File: src/rtl/w4823_fir_cload_seq_if.sv
// Coefficient stream (s_*) and CMEM write port (cload/caddr/cin) of the FIR
// coefficient-load sequencer, bundled as one interface.
interface w4823_fir_cload_seq_if #(
    parameter int unsigned CAW = 6
);
    logic           s_valid;
    logic           s_ready;
    logic [15:0]    s_data;
    logic           cload;
    logic [CAW-1:0] caddr;
    logic [15:0]    cin;

    // Upstream producer / FIR side
    modport master (
        output s_valid, s_data,
        input  s_ready, cload, caddr, cin
    );

    // Sequencer side
    modport slave (
        input  s_valid, s_data,
        output s_ready, cload, caddr, cin
    );
endinterface

File: src/rtl/w4823_fir_cload_seq.sv
// Coefficient-load sequencer for W4823_FIR: takes FP16 words off a valid/ready
// stream, flushes denormals to signed zero, aborts on Inf/NaN and writes the
// words to CMEM at addresses 0..NTAPS-1 through the FIR cload/caddr/cin port.
module w4823_fir_cload_seq #(
    parameter int unsigned NTAPS = 64,
    parameter int unsigned CAW   = 6
) (
    input  logic                   clk,
    input  logic                   rst,
    input  logic                   start,
    w4823_fir_cload_seq_if.slave   bus,
    output logic                   busy,
    output logic                   done,
    output logic                   err,
    output logic [CAW:0]           denorm_cnt
);
    localparam logic [CAW-1:0] IDX_LAST = CAW'(NTAPS - 1);
    localparam logic [CAW:0]   CNT_MAX  = (CAW + 1)'(NTAPS);

    typedef enum logic [1:0] {
        IDLE = 2'd0,
        LOAD = 2'd1,
        DONE = 2'd2,
        ERR  = 2'd3
    } state_t;

    state_t         state;
    logic [CAW-1:0] idx;

    logic           w_sign;
    logic [4:0]     w_exp;
    logic [9:0]     w_mant;
    logic           w_special;
    logic           w_denorm;
    logic           accept;

    // Field decode of the offered word; s_ready is a flop that mirrors state==LOAD
    assign w_sign    = bus.s_data[15];
    assign w_exp     = bus.s_data[14:10];
    assign w_mant    = bus.s_data[9:0];
    assign w_special = (w_exp == 5'h1F);
    assign w_denorm  = (w_exp == 5'h00) && (w_mant != 10'h000);
    assign accept    = bus.s_valid && bus.s_ready;

    // Sequencer FSM with all outputs registered; s_ready/busy track the next state
    always_ff @(posedge clk) begin
        if (rst) begin
            state       <= IDLE;
            idx         <= '0;
            bus.s_ready <= 1'b0;
            bus.cload   <= 1'b0;
            bus.caddr   <= '0;
            bus.cin     <= '0;
            busy        <= 1'b0;
            done        <= 1'b0;
            err         <= 1'b0;
            denorm_cnt  <= '0;
        end else begin
            bus.cload <= 1'b0;
            case (state)
                IDLE, DONE, ERR: begin
                    if (start) begin
                        state       <= LOAD;
                        idx         <= '0;
                        denorm_cnt  <= '0;
                        done        <= 1'b0;
                        err         <= 1'b0;
                        bus.s_ready <= 1'b1;
                        busy        <= 1'b1;
                    end
                end
                LOAD: begin
                    if (accept) begin
                        if (w_special) begin
                            // Inf/NaN aborts the sequence without a write
                            state       <= ERR;
                            err         <= 1'b1;
                            bus.s_ready <= 1'b0;
                            busy        <= 1'b0;
                        end else begin
                            bus.cload <= 1'b1;
                            bus.caddr <= idx;
                            bus.cin   <= w_denorm ? {w_sign, 15'b0} : bus.s_data;
                            if (w_denorm && (denorm_cnt != CNT_MAX)) begin
                                denorm_cnt <= denorm_cnt + (CAW + 1)'(1);
                            end
                            if (idx == IDX_LAST) begin
                                state       <= DONE;
                                done        <= 1'b1;
                                bus.s_ready <= 1'b0;
                                busy        <= 1'b0;
                            end else begin
                                idx <= idx + CAW'(1);
                            end
                        end
                    end
                end
                default: begin
                    state       <= IDLE;
                    bus.s_ready <= 1'b0;
                    busy        <= 1'b0;
                end
            endcase
        end
    end
endmodule

File: src/flat_wrapper.sv
// flat-port wrapper written by rule: the top's interface ports become plain ports
module w4823_fir_cload_seq_flat 
#(
    parameter int unsigned NTAPS = 64,
    parameter int unsigned CAW   = 6
)
  (clk, rst, start, busy, done, err, denorm_cnt, bus_s_valid, bus_s_data, bus_s_ready, bus_cload, bus_caddr, bus_cin);
  w4823_fir_cload_seq_if #(.CAW(CAW)) bus_i ();
  input  logic clk;
  input  logic rst;
  input  logic start;
  output logic busy;
  output logic done;
  output logic err;
  output logic [CAW:0] denorm_cnt;
  input wire logic [$bits(bus_i.s_valid)-1:0] bus_s_valid;
  input wire logic [$bits(bus_i.s_data)-1:0] bus_s_data;
  output wire logic [$bits(bus_i.s_ready)-1:0] bus_s_ready;
  output wire logic [$bits(bus_i.cload)-1:0] bus_cload;
  output wire logic [$bits(bus_i.caddr)-1:0] bus_caddr;
  output wire logic [$bits(bus_i.cin)-1:0] bus_cin;
  assign bus_i.s_valid = bus_s_valid;
  assign bus_i.s_data = bus_s_data;
  assign bus_s_ready = bus_i.s_ready;
  assign bus_cload = bus_i.cload;
  assign bus_caddr = bus_i.caddr;
  assign bus_cin = bus_i.cin;
  w4823_fir_cload_seq #(.NTAPS(NTAPS), .CAW(CAW)) u_core (.clk(clk), .rst(rst), .start(start), .bus(bus_i), .busy(busy), .done(done), .err(err), .denorm_cnt(denorm_cnt));
endmodule
File: config.mk
export PLATFORM = sky130hd
export DESIGN_NAME = w4823_fir_cload_seq_flat
export DESIGN_NICKNAME = d
export VERILOG_FILES = /design/src/rtl/w4823_fir_cload_seq_if.sv /design/src/rtl/w4823_fir_cload_seq.sv /design/src/flat_wrapper.sv
export SDC_FILE = /design/constraint.sdc
export NUM_CORES = 1
export LEC_CHECK = 0
export ABC_AREA = 1
export BUFFER_PORTS_ARGS = -buffer_cell sky130_fd_sc_hd__buf_2
export CAP_MARGIN = 20
export CORE_MARGIN = 8
export CORE_UTILIZATION = 40
export DETAILED_ROUTE_END_ITERATION = 10
export GPL_ROUTABILITY_DRIVEN = 0
export GPL_TIMING_DRIVEN = 0
export PLACE_DENSITY = 0.61
export SLEW_MARGIN = 30
export SYNTH_ARGS = -nofsm -noshare
export SYNTH_HDL_FRONTEND = slang
export SYNTH_SLANG_ARGS = --single-unit
File: constraint.sdc
create_clock -name clk -period 2 [get_ports clk]
set_clock_uncertainty 0.1 [all_clocks]
set_input_delay 0.2 -clock clk [delete_from_list [all_inputs] [get_ports clk]]
set_output_delay 0.2 -clock clk [all_outputs]
set_load 0.005 [all_outputs]
* Word-level counts from Yosys, hierarchy flattened
Index checks and enable logic that the tools add are counted.
** Word-level totals
- Bits in registers :: 41
- Bits of input ports :: 20
- Output and inout port bits :: 34
- Logic and storage cells :: 72
** Operators by class
- Add/sub/neg operators :: 2
- Equal/unequal tests :: 14
- Mux-type cells :: 30
- Bitwise operators :: 3
- Reductions and logical operators :: 14
** Operators with widths (count)
- 2-to-1 mux 7 bit :: 4
- 2-to-1 mux 6 bit :: 4
- 2-to-1 mux 15 bit :: 1
- case mux 7 bit (2 select lines) :: 1
- case mux 6 bit (2 select lines) :: 1
- AND reduction 4 bit :: 3
- 2-to-1 mux 1 bit :: 11
- nonzero test 10 bit :: 1
- AND reduction 3 bit :: 3
- 2-to-1 mux 2 bit :: 4
- inequality test 2 x 1 -> 1 bit, second input constant :: 4
- adder 7 x 1 -> 7 bit, second input constant :: 1
- inequality test 7 bit, second input constant :: 1
- adder 6 x 1 -> 6 bit, second input constant :: 1
- equality test 6 bit, second input constant :: 1
- inequality test 2 bit, second input constant :: 3
- case mux 1 bit (2 select lines) :: 3
- OR reduction 3 bit :: 2
- equality test 5 bit, second input constant :: 1
- zero test 5 bit :: 1
- equality test 2 bit, second input constant :: 2
- case mux 2 bit (2 select lines) :: 1
- logical AND 1 bit :: 3
- inequality test 3 x 1 -> 1 bit, second input constant :: 1
- other kinds (3) :: 5

* Logic depth before layout (Yosys ltp)
- Depth after elaboration :: 7
- Gate-level depth with buffers :: 11
- Mapped depth without buffers :: 11

* Worst setup path before layout
Ideal clock, no wire load.
- Path type :: register to register
- Start :: reg u_core.idx[0]
- End :: reg u_core.idx[2]
- Setup time :: 115 ps
- Data arrival time :: 1234 ps
- Path slack :: 551 ps
- Cell stages (with the launch flop) :: 9
- Path buffers :: 0
- Clock period less this slack :: 1449 ps
- Cell sequence :: dfxtp_1 > ha_1 > nand2_1 > nor2_1 > nand4_2 > nand2_4 > inv_4 > a21oi_1 > nor2_1
** On the way
- Cells in the longest elaborated chain, start to end :: 5
- Elaborated cells on any way between the ends :: 8
** RTL lines
- start, declared :: line w4823_fir_cload_seq.sv:28 : logic [CAW-1:0] idx;
- start signal, assigned :: line w4823_fir_cload_seq.sv:93 : idx <= idx + CAW'(1);
- adder 6 x 1 -> 6 bit :: line w4823_fir_cload_seq.sv:93
- 2-to-1 mux 6 bit :: line w4823_fir_cload_seq.sv:87 : if (idx == IDX_LAST) begin
- 2-to-1 mux 6 bit :: line w4823_fir_cload_seq.sv:74 : if (w_special) begin
- 2-to-1 mux 6 bit :: line w4823_fir_cload_seq.sv:73 : if (accept) begin
- case mux 6 bit (2 select lines) :: line w4823_fir_cload_seq.sv:60 : case (state)
Several ways; a longest one is shown, not always the timed one. The select of a mux whose other input is x is not followed.
A chain may end at the register's enable or synchronous reset.

* Worst setup path after layout
- Start :: reg u_core.idx[0]
- End :: reg u_core.idx[3]
Same word-level chain as after synthesis.

==> results.ini <==
[critical_path]
arrival_ps=1740
cp-end-kind=flip-flop
cp_common_cell=nor2_1
crit_slowest_cell=dfxtp_1
start_kind=flip-flop
path_class=reg2reg
cp_max_fo=7
crit_chain=ha_1 > nand2_1 > nor2_1 > nand4_2 > nand2_4 > inv_4 > a21oi_1 > nor2_1
worstPathRequired_ps=2090
cp_slowest_stage_delay_ps=400

[timing]
fmax_ghz=0.607
max_slew_margin_pct=67.3
setup_viol=0
rsz0062_at_grt=false
hold_viol=0
fin_tns_setup_ps=0
finalCritPeriodShare_pct=82.4
final.min_clock_period_ps=1650
tightest_slew_ps=491
slew_violations=0

[drt]
viasPerCell=4.92
drtIter0Drc=70
ant_nets=0
wl_per_cell_um=13.1
dr.pass1.iters=4
detail_route.wirelength_um=4940
drc=0
vias=1856

[power_and_ir_drop]
peakVddDrop_v=0.000256
cellPowerDensity_nw_per_um2=730
totalPowerFinal_uw=1700
leakage_uw=0.00110

[cells_and_area]
layout_commonest_cell=buf_2
fillers=472
final_cell_mix=buf_2, dfxtp_1, nand2_1
antenna_cells=0
fin_nets=345
area_growth_pct=21.6
layout-drive-gt1-share_pct=25.7

[synth]
netlist_area_um2=1920
synth_edf_count=0
syn_area_per_cell_um2=7.29
synth_fp_nets=286
syn_inst=263
ys_ff_latch=41
synth_ff_type=dfxtp_1
yosysSeqAreaShare_pct=42.8
yosys_warnings=0
ys_types=26
ys_async_sr_fraction_pct=0

[cts]
clock_path_buffers=2
cts_tree=done
htree_levels=2
worstSkewPairLatency_ps=290
cts.clk_slew.worst_paths_ps=80
postCtsHoldBufs=0
ctsResizeCount=0
cts_buffers=5
cts_root_buf=clkbuf_8
post_cts_buffers=0
clock-sinks=41

[global_routing]
grt_first_pass_wirelength_um=8150
grt-ovfl-total=0
grt_pass1_vias=1741
grtUsageTotal_pct=13.8
antenna_found_initial=0
grt_start_max_net_pins=14

[floorplanning]
io_pins=54
die_h_um=85.2
dieArea_um2=7270
fp.dieW_um=85.2
core_area_um2=4660
fp-row-count=25
start_util_pct=41.2

[placement]
dpl.hpwl_um=3770
numPortBuffers=52

[job]
max_cap_violations=0

[min_path]
hold_path.class=in2reg

[status]
status=completed

==> critical path: cells and delay by family (launching register included) <==
| kind | cells | cell delay (ps) |
|---|---|---|
| buffers and inverters | 1 | 60 |
| adders and majority gates | 1 | 220 |
| DFF | 1 | 400 |
| AOI/OAI and AO/OA | 1 | 120 |
| and+or+nand+nor | 5 | 660 |
==> flip-flops by register name, summed over array words and instances, names as in the netlist <==
register and flops:
u_core.bus.caddr 6, u_core.bus.cin 16, u_core.bus.cload 1, u_core.busy 1
u_core.denorm_cnt 7, u_core.done 1, u_core.err 1, u_core.idx 6
u_core.state 2
==> metrics by stage <==
stage,area (um2),std cells,util [%],setup WS (ps),hold slack (ps)
6_report,2330,377,50.0,353,58.4
5_1_grt,2330,377,50.0,184,54.9
4_1_cts,2330,377,50.0,362,48.5
3_5_place_dp,2250,369,48.2,373,359
3_3_place_gp,2250,369,48.2,395,353
2_1_floorplan,1920,263,-,551,241
==> cells in the mapped netlist (3+ instances only) <==
library cell / count / area (um2)
dfxtp_1: 41 / 821
nand2_1: 39 / 146
nor2_1: 38 / 143
a21oi_1: 30 / 150
nand3_1: 29 / 145
o21ai_1: 24 / 120
inv_1: 22 / 82.6
buf_4: 4 / 30.0
nand2_4: 4 / 45.0
o21ai_0: 4 / 20.0
clkbuf_1: 3 / 11.3
ha_1: 3 / 37.5
==> cells by family (layout without fill, tap and decap cells) <==
| group | after synthesis | after routing | synth area share [%] |
|---|---|---|---|
| buffers and inverters | 38 | 98 | 9.46 |
| adder cells (fa/ha/maj) | 3 | 3 | 1.96 |
| flip-flops | 41 | 41 | 42.8 |
| AND/OR/NAND/NOR | 122 | 122 | 29.8 |
| AO/OA/AOI/OAI | 59 | 59 | 16.0 |
==> layer usage <==
layer,part of all wire (%),track usage (%),up-vias
li1,-,-,976
met1,48,16.8,829
met2,43,21.4,45
met3,7.6,5.50,6
met4,1.4,4.85,0
met5,0,0,-
==> area by class of cell <==
| cell class | count | area, um2 | area share [%] |
|---|---|---|---|
| Multi-Input combinational cell | 184 | 916 | 39.3 |
| Sequential cell | 41 | 821 | 35.2 |
| Timing Repair Buffer | 52 | 260 | 11.2 |
| Inverter | 27 | 108 | 4.61 |
| Buffer | 11 | 73.8 | 3.17 |
| Clock buffer | 5 | 68.8 | 2.95 |
| Tap cell | 54 | 67.6 | 2.90 |
| Clock inverter | 3 | 17.5 | 0.751 |
==> final timing paths <==
check | startpoint | end | slack, ps | cells past startpoint
worst min-delay path | bus_s_data[1] | u_core.bus.cin[1]$_SDFFE_PP0P_ | 60 | 3
worst max-delay path | u_core.idx[0]$_SDFFE_PP0P_ | u_core.idx[3]$_SDFFE_PP0P_ | 350 | 8
worst min register to register | u_core.bus.cin[5]$_SDFFE_PP0P_ | u_core.bus.cin[5]$_SDFFE_PP0P_ | 370 | 2
worst max register to register | u_core.idx[0]$_SDFFE_PP0P_ | u_core.idx[3]$_SDFFE_PP0P_ | 350 | 8
==> report_power, final <==
group          switching (uW)  internal (uW)
clock network             296            241
registers                32.7            851
logic                     169            114
(Power assumes the default switching activity.)
